### config.mk
export PLATFORM = sky130hd
export DESIGN_NAME = id_ex_ctrl_pipe_flat
export DESIGN_NICKNAME = d
export VERILOG_FILES = /design/src/rtl/id_ex_ctrl_pipe_pkg.sv /design/src/rtl/id_ex_ctrl_pipe_if.sv /design/src/rtl/id_ex_ctrl_pipe_instr_decode.sv /design/src/rtl/id_ex_ctrl_pipe.sv /design/src/flat_wrapper.sv
export SDC_FILE = /design/constraint.sdc
export NUM_CORES = 1
export LEC_CHECK = 0
export CAP_MARGIN = 20
export CELL_PAD_IN_SITES_DETAIL_PLACEMENT = 0
export CELL_PAD_IN_SITES_GLOBAL_PLACEMENT = 1
export CORE_MARGIN = 3
export CORE_UTILIZATION = 35
export CTS_BUF_LIST = sky130_fd_sc_hd__clkbuf_8
export DETAILED_ROUTE_END_ITERATION = 10
export PLACE_DENSITY_LB_ADDON = 0.25
export SETUP_SLACK_MARGIN = 0.1
export SYNTH_ARGS = -nofsm -noshare
export SYNTH_HDL_FRONTEND = slang
export SYNTH_SLANG_ARGS = --single-unit
### constraint.sdc
create_clock -name clk -period 4.93 [get_ports clk]
set_input_delay 0.986 -clock clk [delete_from_list [all_inputs] [get_ports clk]]
set_output_delay 0.986 -clock clk [all_outputs]
set_load 0.005 [all_outputs]
### src/rtl/id_ex_ctrl_pipe_pkg.sv
// id_ex_ctrl_pipe_pkg: opcode map, ALU codes, control bundle, bubble constant and instruction field offsets
package id_ex_ctrl_pipe_pkg;
  localparam logic [3:0] OP_ADD = 4'h0, OP_SUB = 4'h1, OP_XOR = 4'h2, OP_RED = 4'h3;
  localparam logic [3:0] OP_SLL = 4'h4, OP_SRA = 4'h5, OP_ROR = 4'h6, OP_PADDSB = 4'h7;
  localparam logic [3:0] OP_LW = 4'h8, OP_SW = 4'h9, OP_LLB = 4'hA, OP_LHB = 4'hB;
  localparam logic [3:0] OP_B = 4'hC, OP_BR = 4'hD, OP_PCS = 4'hE, OP_HLT = 4'hF;
  localparam logic [3:0] ALU_ADD = 4'h0, ALU_PCS = 4'hE, ALU_HLT = 4'hF;
  typedef struct packed {
    logic       reg_write;
    logic       alu_src;
    logic [3:0] alu_op;
    logic       pc_src;
    logic       mem_write;
    logic       mem_read;
    logic       mem_to_reg;
  } ctrl_t;
  localparam ctrl_t CTRL_BUBBLE = '0;
  function automatic int rd_hi(int iw, int ow);
    return iw - ow - 1;
  endfunction
  function automatic int rs_hi(int iw, int ow, int rw);
    return iw - ow - rw - 1;
  endfunction
  function automatic int rt_hi(int iw, int ow, int rw);
    return iw - ow - 2 * rw - 1;
  endfunction
endpackage

### src/rtl/id_ex_ctrl_pipe_if.sv
// id_ex_ctrl_pipe_if: fetch-side handshake in, ID/EX control register and status out; master = pipe stage, slave = its environment
interface id_ex_ctrl_pipe_if #(
  parameter int INSTR_W = 16,
  parameter int REG_W = 4,
  parameter int CNT_W = 16
);
  logic               if_valid;
  logic [INSTR_W-1:0] if_instr;
  logic               ex_hold;
  logic               flush;
  logic               stall_if;
  logic               id_ex_valid;
  logic               RegWrite;
  logic               ALUSrc;
  logic               PCSrc;
  logic               memWrite;
  logic               memRead;
  logic               MemtoReg;
  logic [3:0]         ALU_operation;
  logic [REG_W-1:0]   id_ex_rd;
  logic [REG_W-1:0]   id_ex_rs;
  logic [REG_W-1:0]   id_ex_rt;
  logic               halted;
  logic [CNT_W-1:0]   stall_cnt;
  modport master (
    input  if_valid, if_instr, ex_hold, flush,
    output stall_if, id_ex_valid, RegWrite, ALUSrc, PCSrc, memWrite, memRead, MemtoReg,
           ALU_operation, id_ex_rd, id_ex_rs, id_ex_rt, halted, stall_cnt
  );
  modport slave (
    output if_valid, if_instr, ex_hold, flush,
    input  stall_if, id_ex_valid, RegWrite, ALUSrc, PCSrc, memWrite, memRead, MemtoReg,
           ALU_operation, id_ex_rd, id_ex_rs, id_ex_rt, halted, stall_cnt
  );
endinterface

### src/rtl/id_ex_ctrl_pipe_instr_decode.sv
// instr_decode: combinational opcode -> control bundle, source-register use flags (op in; ctrl, use_rs/rt/rd, is_hlt out)
module instr_decode
  import id_ex_ctrl_pipe_pkg::*;
(
  input  logic [3:0] op,
  output ctrl_t      ctrl,
  output logic       use_rs,
  output logic       use_rt,
  output logic       use_rd,
  output logic       is_hlt
);
  always_comb begin
    ctrl = CTRL_BUBBLE;
    ctrl.reg_write = !(op inside {OP_SW, OP_B, OP_BR, OP_HLT});
    ctrl.alu_src = op inside {OP_SLL, OP_SRA, OP_ROR, OP_LW, OP_SW, OP_LLB, OP_LHB, OP_B, OP_BR};
    ctrl.alu_op = op inside {OP_LW, OP_SW} ? ALU_ADD : op == OP_PCS ? ALU_PCS : op == OP_HLT ? ALU_HLT : op;
    ctrl.pc_src = op inside {OP_B, OP_BR};
    ctrl.mem_write = op == OP_SW;
    ctrl.mem_read = op == OP_LW;
    ctrl.mem_to_reg = op == OP_LW;
    use_rt = op inside {OP_ADD, OP_SUB, OP_XOR, OP_RED, OP_PADDSB};
    use_rs = use_rt | (op inside {OP_SLL, OP_SRA, OP_ROR, OP_LW, OP_SW, OP_BR});
    use_rd = op inside {OP_SW, OP_LLB, OP_LHB};
    is_hlt = op == OP_HLT;
  end
endmodule

### src/rtl/id_ex_ctrl_pipe.sv
// id_ex_ctrl_pipe: decode stage driving the ID/EX control register with load-use stall, flush, hold and halt handling (clk, rst_n, bus)
module id_ex_ctrl_pipe
  import id_ex_ctrl_pipe_pkg::*;
#(
  parameter int INSTR_W = 16,
  parameter int OPC_W = 4,
  parameter int REG_W = 4,
  parameter int CNT_W = 16
) (
  input logic               clk,
  input logic               rst_n,
  id_ex_ctrl_pipe_if.master bus
);
  localparam int RD_HI = rd_hi(INSTR_W, OPC_W);
  localparam int RS_HI = rs_hi(INSTR_W, OPC_W, REG_W);
  localparam int RT_HI = rt_hi(INSTR_W, OPC_W, REG_W);
  logic [OPC_W-1:0] opc;
  logic [REG_W-1:0] rd, rs, rt, rd_q, rs_q, rt_q;
  logic [CNT_W-1:0] cnt_q;
  logic use_rs, use_rt, use_rd, is_hlt, hazard, kill, issue, v_q, halt_q, fp_q;
  ctrl_t dec, ctl_q;
  assign opc = bus.if_instr[INSTR_W-1 -: OPC_W];
  assign rd = bus.if_instr[RD_HI -: REG_W];
  assign rs = bus.if_instr[RS_HI -: REG_W];
  assign rt = bus.if_instr[RT_HI -: REG_W];
  instr_decode u_dec (
    .op    (4'(opc)),
    .ctrl  (dec),
    .use_rs(use_rs),
    .use_rt(use_rt),
    .use_rd(use_rd),
    .is_hlt(is_hlt)
  );
  assign hazard = bus.if_valid & v_q & ctl_q.mem_read & (|rd_q) &
                  ((use_rs & rs == rd_q) | (use_rt & rt == rd_q) | (use_rd & rd == rd_q));
  // a pending flush kills like a live one; a stall bubble is only counted when nothing outranks it
  assign kill = bus.flush | fp_q | halt_q;
  assign issue = !kill & !hazard & bus.if_valid;
  // fetch must be free to redirect on a flush even while execute holds
  assign bus.stall_if = !bus.flush & (hazard | halt_q | bus.ex_hold);
  always_ff @(posedge clk or negedge rst_n) begin
    if (!rst_n) begin
      {v_q, ctl_q, rd_q, rs_q, rt_q, halt_q, fp_q, cnt_q} <= '0;
    end else if (bus.ex_hold) begin
      fp_q <= fp_q | bus.flush;
    end else begin
      fp_q <= 1'b0;
      v_q <= issue;
      ctl_q <= issue ? dec : CTRL_BUBBLE;
      rd_q <= issue ? rd : '0;
      rs_q <= issue ? rs : '0;
      rt_q <= issue ? rt : '0;
      halt_q <= halt_q | (issue & is_hlt);
      if (!kill & hazard & ~&cnt_q) cnt_q <= cnt_q + CNT_W'(1);
    end
  end
  assign bus.id_ex_valid = v_q;
  assign bus.RegWrite = ctl_q.reg_write;
  assign bus.ALUSrc = ctl_q.alu_src;
  assign bus.ALU_operation = ctl_q.alu_op;
  assign bus.PCSrc = ctl_q.pc_src;
  assign bus.memWrite = ctl_q.mem_write;
  assign bus.memRead = ctl_q.mem_read;
  assign bus.MemtoReg = ctl_q.mem_to_reg;
  assign bus.id_ex_rd = rd_q;
  assign bus.id_ex_rs = rs_q;
  assign bus.id_ex_rt = rt_q;
  assign bus.halted = halt_q;
  assign bus.stall_cnt = cnt_q;
endmodule
### src/flat_wrapper.sv
// flat-port wrapper written by rule: the top's interface ports become plain ports
module id_ex_ctrl_pipe_flat import id_ex_ctrl_pipe_pkg::*;
#(
  parameter int INSTR_W = 16,
  parameter int OPC_W = 4,
  parameter int REG_W = 4,
  parameter int CNT_W = 16
)
  (clk, rst_n, bus_if_valid, bus_if_instr, bus_ex_hold, bus_flush, bus_stall_if, bus_id_ex_valid, bus_RegWrite, bus_ALUSrc, bus_PCSrc, bus_memWrite, bus_memRead, bus_MemtoReg, bus_ALU_operation, bus_id_ex_rd, bus_id_ex_rs, bus_id_ex_rt, bus_halted, bus_stall_cnt);
  id_ex_ctrl_pipe_if #(.INSTR_W(INSTR_W), .REG_W(REG_W), .CNT_W(CNT_W)) bus_i ();
  input logic clk;
  input logic rst_n;
  input wire logic [$bits(bus_i.if_valid)-1:0] bus_if_valid;
  input wire logic [$bits(bus_i.if_instr)-1:0] bus_if_instr;
  input wire logic [$bits(bus_i.ex_hold)-1:0] bus_ex_hold;
  input wire logic [$bits(bus_i.flush)-1:0] bus_flush;
  output wire logic [$bits(bus_i.stall_if)-1:0] bus_stall_if;
  output wire logic [$bits(bus_i.id_ex_valid)-1:0] bus_id_ex_valid;
  output wire logic [$bits(bus_i.RegWrite)-1:0] bus_RegWrite;
  output wire logic [$bits(bus_i.ALUSrc)-1:0] bus_ALUSrc;
  output wire logic [$bits(bus_i.PCSrc)-1:0] bus_PCSrc;
  output wire logic [$bits(bus_i.memWrite)-1:0] bus_memWrite;
  output wire logic [$bits(bus_i.memRead)-1:0] bus_memRead;
  output wire logic [$bits(bus_i.MemtoReg)-1:0] bus_MemtoReg;
  output wire logic [$bits(bus_i.ALU_operation)-1:0] bus_ALU_operation;
  output wire logic [$bits(bus_i.id_ex_rd)-1:0] bus_id_ex_rd;
  output wire logic [$bits(bus_i.id_ex_rs)-1:0] bus_id_ex_rs;
  output wire logic [$bits(bus_i.id_ex_rt)-1:0] bus_id_ex_rt;
  output wire logic [$bits(bus_i.halted)-1:0] bus_halted;
  output wire logic [$bits(bus_i.stall_cnt)-1:0] bus_stall_cnt;
  assign bus_i.if_valid = bus_if_valid;
  assign bus_i.if_instr = bus_if_instr;
  assign bus_i.ex_hold = bus_ex_hold;
  assign bus_i.flush = bus_flush;
  assign bus_stall_if = bus_i.stall_if;
  assign bus_id_ex_valid = bus_i.id_ex_valid;
  assign bus_RegWrite = bus_i.RegWrite;
  assign bus_ALUSrc = bus_i.ALUSrc;
  assign bus_PCSrc = bus_i.PCSrc;
  assign bus_memWrite = bus_i.memWrite;
  assign bus_memRead = bus_i.memRead;
  assign bus_MemtoReg = bus_i.MemtoReg;
  assign bus_ALU_operation = bus_i.ALU_operation;
  assign bus_id_ex_rd = bus_i.id_ex_rd;
  assign bus_id_ex_rs = bus_i.id_ex_rs;
  assign bus_id_ex_rt = bus_i.id_ex_rt;
  assign bus_halted = bus_i.halted;
  assign bus_stall_cnt = bus_i.stall_cnt;
  id_ex_ctrl_pipe #(.INSTR_W(INSTR_W), .OPC_W(OPC_W), .REG_W(REG_W), .CNT_W(CNT_W)) u_core (.clk(clk), .rst_n(rst_n), .bus(bus_i));
endmodule
* Word level (Yosys, flattened, before mapping)
Cells that the tools add are included.
** Cells by class
- Reduce and logical (&&, ||, !) cells :: 16
- Add/subtract/negate cells :: 1
- Bitwise logic cells :: 22
- Mux-type cells :: 8
- Eq/ne operators :: 18
** Operators with widths (number)
- == test 4 bit, second input constant :: 8
- 2-to-1 mux 4 bit :: 6
- adder 16 x 1 -> 16 bit, second input constant :: 1
- == test 4 x 3 -> 1 bit, second input constant :: 4
- AND reduction 16 bit :: 1
- bitwise AND 1 bit :: 13
- == test 4 bit :: 3
- 2-to-1 mux 10 bit :: 1
- nonzero test 9 bit :: 1
- == test 4 x 2 -> 1 bit, second input constant :: 2
- OR 1 bit :: 8
- nonzero test 6 bit :: 1
- zero test 1 bit :: 5
- nonzero test 5 bit :: 1
- == test 4 x 1 -> 1 bit, second input constant :: 1
- zero test 4 bit :: 1
- nonzero test 2 bit :: 2
- nonzero test 4 bit :: 1
- OR reduction 4 bit :: 1
- nonzero test 3 bit :: 1
- AND reduction 2 bit :: 1
- 2-to-1 mux 1 bit :: 1
- inverter 1 bit :: 1
** Storage, ports and cells
- Output and inout port bits :: 41
- Register bits :: 41
- Word-level logic and storage cells :: 79

* Logic depth before layout (Yosys ltp)
- Depth after elaboration :: 12
- Gate-level depth with buffers :: 9

* By module
Synthesis repeated with hierarchy kept, for this count alone.
** Unflattened totals
- Cells, all modules :: 175
- Area, all modules :: 2087.0 um2
** Modules (own cells, without submodules)
- id_ex_ctrl_pipe :: area an instance 1920.6 um2, seq. area each 1026.0 um2, times used 1, cells an instance 151
- instr_decode :: area an instance 166.4 um2, seq. area each 0.0 um2, times used 1, cells an instance 24

* Worst setup path before layout
OpenSTA, ideal clock, no wires.
- Path kind :: input-to-output
- From :: input port bus_if_instr[12]
- To :: output port bus_stall_if
- Arrival time :: 2225 ps
- Setup slack :: 1719 ps
- Buffers on the path :: 3
- Stages :: 8
- Required time :: 3944 ps
- Cells stage by stage :: clkbuf_1 nand2_1 a2111oi_0 or3_1 buf_4 buf_6 nor3_1 nor2_1
** On the way
- Longest elaborated chain between the ends :: 10
** Ends and longest elaborated chain
- start: declaration :: line flat_wrapper.sv:14 : input wire logic [$bits(bus_i.if_instr)-1:0] bus_if_instr;
- == test 4 x 3 -> 1 bit (tied with other cells) :: line id_ex_ctrl_pipe_instr_decode.sv:22 : use_rs = use_rt | (op inside {OP_SLL, OP_SRA, OP_ROR, OP_LW, OP_SW, OP_BR});
- nonzero test 6 bit / nonzero test 5 bit (equally long branches) :: line id_ex_ctrl_pipe_instr_decode.sv:22, id_ex_ctrl_pipe_instr_decode.sv:21
- OR 1 bit :: line id_ex_ctrl_pipe_instr_decode.sv:22
- bitwise AND 1 bit :: line id_ex_ctrl_pipe.sv:35 : ((use_rs & rs == rd_q) | (use_rt & rt == rd_q) | (use_rd & rd == rd_q));
- OR 1 bit :: line id_ex_ctrl_pipe.sv:35
- OR 1 bit (*) :: line id_ex_ctrl_pipe.sv:35
- bitwise AND 1 bit (*) :: line id_ex_ctrl_pipe.sv:34 : assign hazard = bus.if_valid & v_q & ctl_q.mem_read & (|rd_q) &
- OR 1 bit (*) (2 in series) :: line id_ex_ctrl_pipe.sv:40 : assign bus.stall_if = !bus.flush & (hazard | halt_q | bus.ex_hold);
- bitwise AND 1 bit (*) :: line id_ex_ctrl_pipe.sv:40
- end: declaration :: line flat_wrapper.sv:17 : output wire logic [$bits(bus_i.stall_if)-1:0] bus_stall_if;
Every way passes the cells marked *; elsewhere a longest branch is shown, timed or not.

* Final worst setup path
- From :: input port bus_if_instr[14]
- To :: output port bus_stall_if
Same word-level chain as after synthesis.

==> reports/metrics.cfg <==
[outcome]
status = complete, no violations

[run]
maxCapViolations = 0

[worst_setup_path]
reg2reg_slack_ns = 2.42
arrival_ns = 3.01
r2r_end = u_core.bus.stall_cnt[1]$_DFFE_PN0P_
path_max_fanout = 7
crit_path_end_kind = primary output
worst_setup_path_start_kind = input pin
r2r_start = u_core.bus.id_ex_rd[1]$_DFFE_PN0N_
required_ns = 3.94
path_cells = clkdlybuf4s50_1 > nand2_1 > nor2_1 > a2111oi_0 > or3_1 > nor3_1 > nor2_1 > clkdlybuf4s50_1
critPathKind = input pin to primary output
critical_path.slowest_cell = clkdlybuf4s50_1
slowest_delay_ns = 0.60
rr_worst_depth = 7

[timing]
fmax_mhz = 250
fin_skew_ns = 0.00453
tightest_slew_ns = 0.890
post-route-period-util_pct = 81.1
fin_crit_ns = 4.00
finalHoldViolCount = 0
rsz0062_at_grt = false
setup_viol = 0
finalSetupTns_ns = 0
drv_slew = 0
slew_headroom_pct = 40.7

[hold_path]
hold_path_class = register to register
min-delay-start = u_core.bus.ALU_operation[3]$_DFFE_PN0N_
min_path_cells = 2
hold_end = u_core.bus.ALU_operation[3]$_DFFE_PN0N_

[synthesis]
synth_top_area_cell = dfrtp_1
synth.distinct_cells = 33
syn-cell-area_sq_um = 1950
synth_warnings = 0
synth_area_leaders = dfrtp_1, xnor2_1, a22o_1
synth_nets = 201
avgSynthCellArea_sq_um = 10.9
ys_seq_area_share_pct = 51.4
syn_inst = 179
ys_ff_latch = 40
synth_top_area_share_pct = 51.4

[clocking]
cts_setup_buffers = 0
cts_tree = done
clk_latency_ns = 0.29
clock-root-buffer = clkbuf_8
post_cts_resized = 0
clock_path_buffers = 2
cts.clk_slew.worst_paths_ns = 0.07
htree_levels = 2
cts-hold-fix-buffers = 0
cts_buffers = 5
numClockSinks = 40

[detailed_routing]
drt-pass1-iter-count = 4
antenna_left = 0
viasPerCell = 5.00
post_drt_wl_per_cell_microns = 14.7
num_vias = 1549
route.detailed.drc = 0
dr.first_iter.drc_count = 69
totalWireLength_microns = 4570

[global_routing]
grt_usage_pct = 15.3
grt_pass1_wl_microns = 7650
antenna_found_initial = 0
grt_overflow = 0
grt_max_degree = 41
grt_pass1_vias = 1535

[power_and_ir_drop]
p_leak_nw = 1.11
peakVddDrop_v = 0.000136
power-per-cell-area_nw_per_um2 = 219

[final_layout]
final_util_pct = 51.3
n_antenna_cell = 0
nets = 261
area_delta_synth_final_pct = 37.9
final_cell_mix = clkdlybuf4s50_1, dfrtp_1, xnor2_1, nand2_1, a22o_1
final_common_cell = clkdlybuf4s50_1
fillerInstances = 485
post_route_cells_drive_above_1_share_pct = 5.83

[floorplanning]
fp.coreArea_sq_um = 5240
die_w_microns = 80.6
dieArea_sq_um = 6500
die_y_microns = 80.6
num_rows = 26
ios = 62
start_util_pct = 37.2

[placement]
portBuffers = 61
hpwl_microns = 3280
place.gp.congestion = 0.807

==> cell families after synthesis <==
logic type / count (synthesis) / share of synthesized area (%)
and+or+nand+nor: 64 / 16.9
muxes: 1 / 0.578
adders and majority gates: 2 / 1.16
AOI/OAI and AO/OA: 30 / 13.6
buffers and inverters: 15 / 4.24
xor gates and xnor gates: 27 / 12.1
DFF: 40 / 51.4
==> power breakdown <==
group	switching [mW]	leakage, nW	internal (mW)
sequential	0.000286	0.552	0.328
clock	0.108	0.0538	0.110
combinational	0.0222	0.505	0.0204
==> area by class of cell <==
| cell class | count | area (sq um) | area share [%] |
|---|---|---|---|
| inverter | 4 | 15.0 | 0.559 |
| tap | 70 | 87.6 | 3.26 |
| clock buffer | 6 | 82.6 | 3.07 |
| sequential | 40 | 1000 | 37.3 |
| timing repair buffer | 64 | 628 | 23.4 |
| multi-input combinational | 124 | 865 | 32.2 |
| clock inverter | 2 | 7.51 | 0.279 |
==> layer usage <==
layer | vias to the layer above | part of all wire, % | track usage, %
met5 | - | 0 | 0
met4 | 0 | 1.2 | 4.56
met3 | 5 | 7.0 | 4.82
met2 | 57 | 44 | 23.3
met1 | 733 | 48 | 20.7
li1 | 754 | - | -
==> cells in the mapped netlist <==
cell type / instances
and3_1: 2
a22o_1: 15
or4_1: 1
a21o_1: 1
nand4b_1: 1
a21oi_1: 1
o21ai_0: 3
xnor2_1: 26
nor4_1: 3
nor2b_1: 2
ha_1: 1
clkbuf_1: 6
maj3_1: 1
buf_4: 3
o31ai_1: 3
a32o_1: 1
xor2_1: 1
nand2_1: 23
nand4_1: 5
nor2_1: 7
buf_6: 2
o21a_1: 1
dfrtp_1: 40
inv_1: 4
a2111oi_0: 2
nand3b_1: 2
and4_1: 1
or3_1: 1
o41ai_2: 3
nand3_1: 11
mux2_1: 1
nor2_8: 1
nor3_1: 4
==> state kept, by name, summed over array words and instances (netlist names), 4 cells and up <==
signal                    cells
u_core.bus.stall_cnt         16
u_core.bus.ALU_operation      4
u_core.bus.id_ex_rs           4
u_core.bus.id_ex_rt           4
u_core.bus.id_ex_rd           4
==> through the flow <==
stage | hold WS, ns | cells | area [sq um] | setup slack, ns | power [mW]
after detailed placement | 0.478 | 302 | 2600 | 0.947 | 0.378
after global routing | 0.511 | 310 | 2690 | 0.731 | 0.620
after floorplan | 0.464 | 179 | 1950 | 1.72 | 0.348
after global placement | 0.471 | 302 | 2600 | 1.00 | 0.378
after CTS | 0.496 | 310 | 2690 | 0.932 | 0.598
final | 0.491 | 310 | 2690 | 0.930 | 0.589
==> worst max-delay path, delay by kind of cell <==
family | cells | cell delay [ns]
and+or+nand+nor | 5 | 0.92
buffers and inverters | 2 | 1.04
AOI/OAI and AO/OA | 1 | 0.07
==> worst max-delay path by stage <==
stage | from | to | slack (ns) | cells past startpoint
after floorplan | bus_if_instr[12] | bus_stall_if | 1.72 | 8
after global placement | bus_if_instr[15] | bus_stall_if | 1.00 | 8
after detailed placement | bus_if_instr[14] | bus_stall_if | 0.95 | 8
after CTS | bus_if_instr[14] | bus_stall_if | 0.93 | 8
after global routing | bus_if_instr[13] | bus_stall_if | 0.73 | 7
final | bus_if_instr[14] | bus_stall_if | 0.93 | 8
No activity file was read; power rests on OpenSTA's default activity.
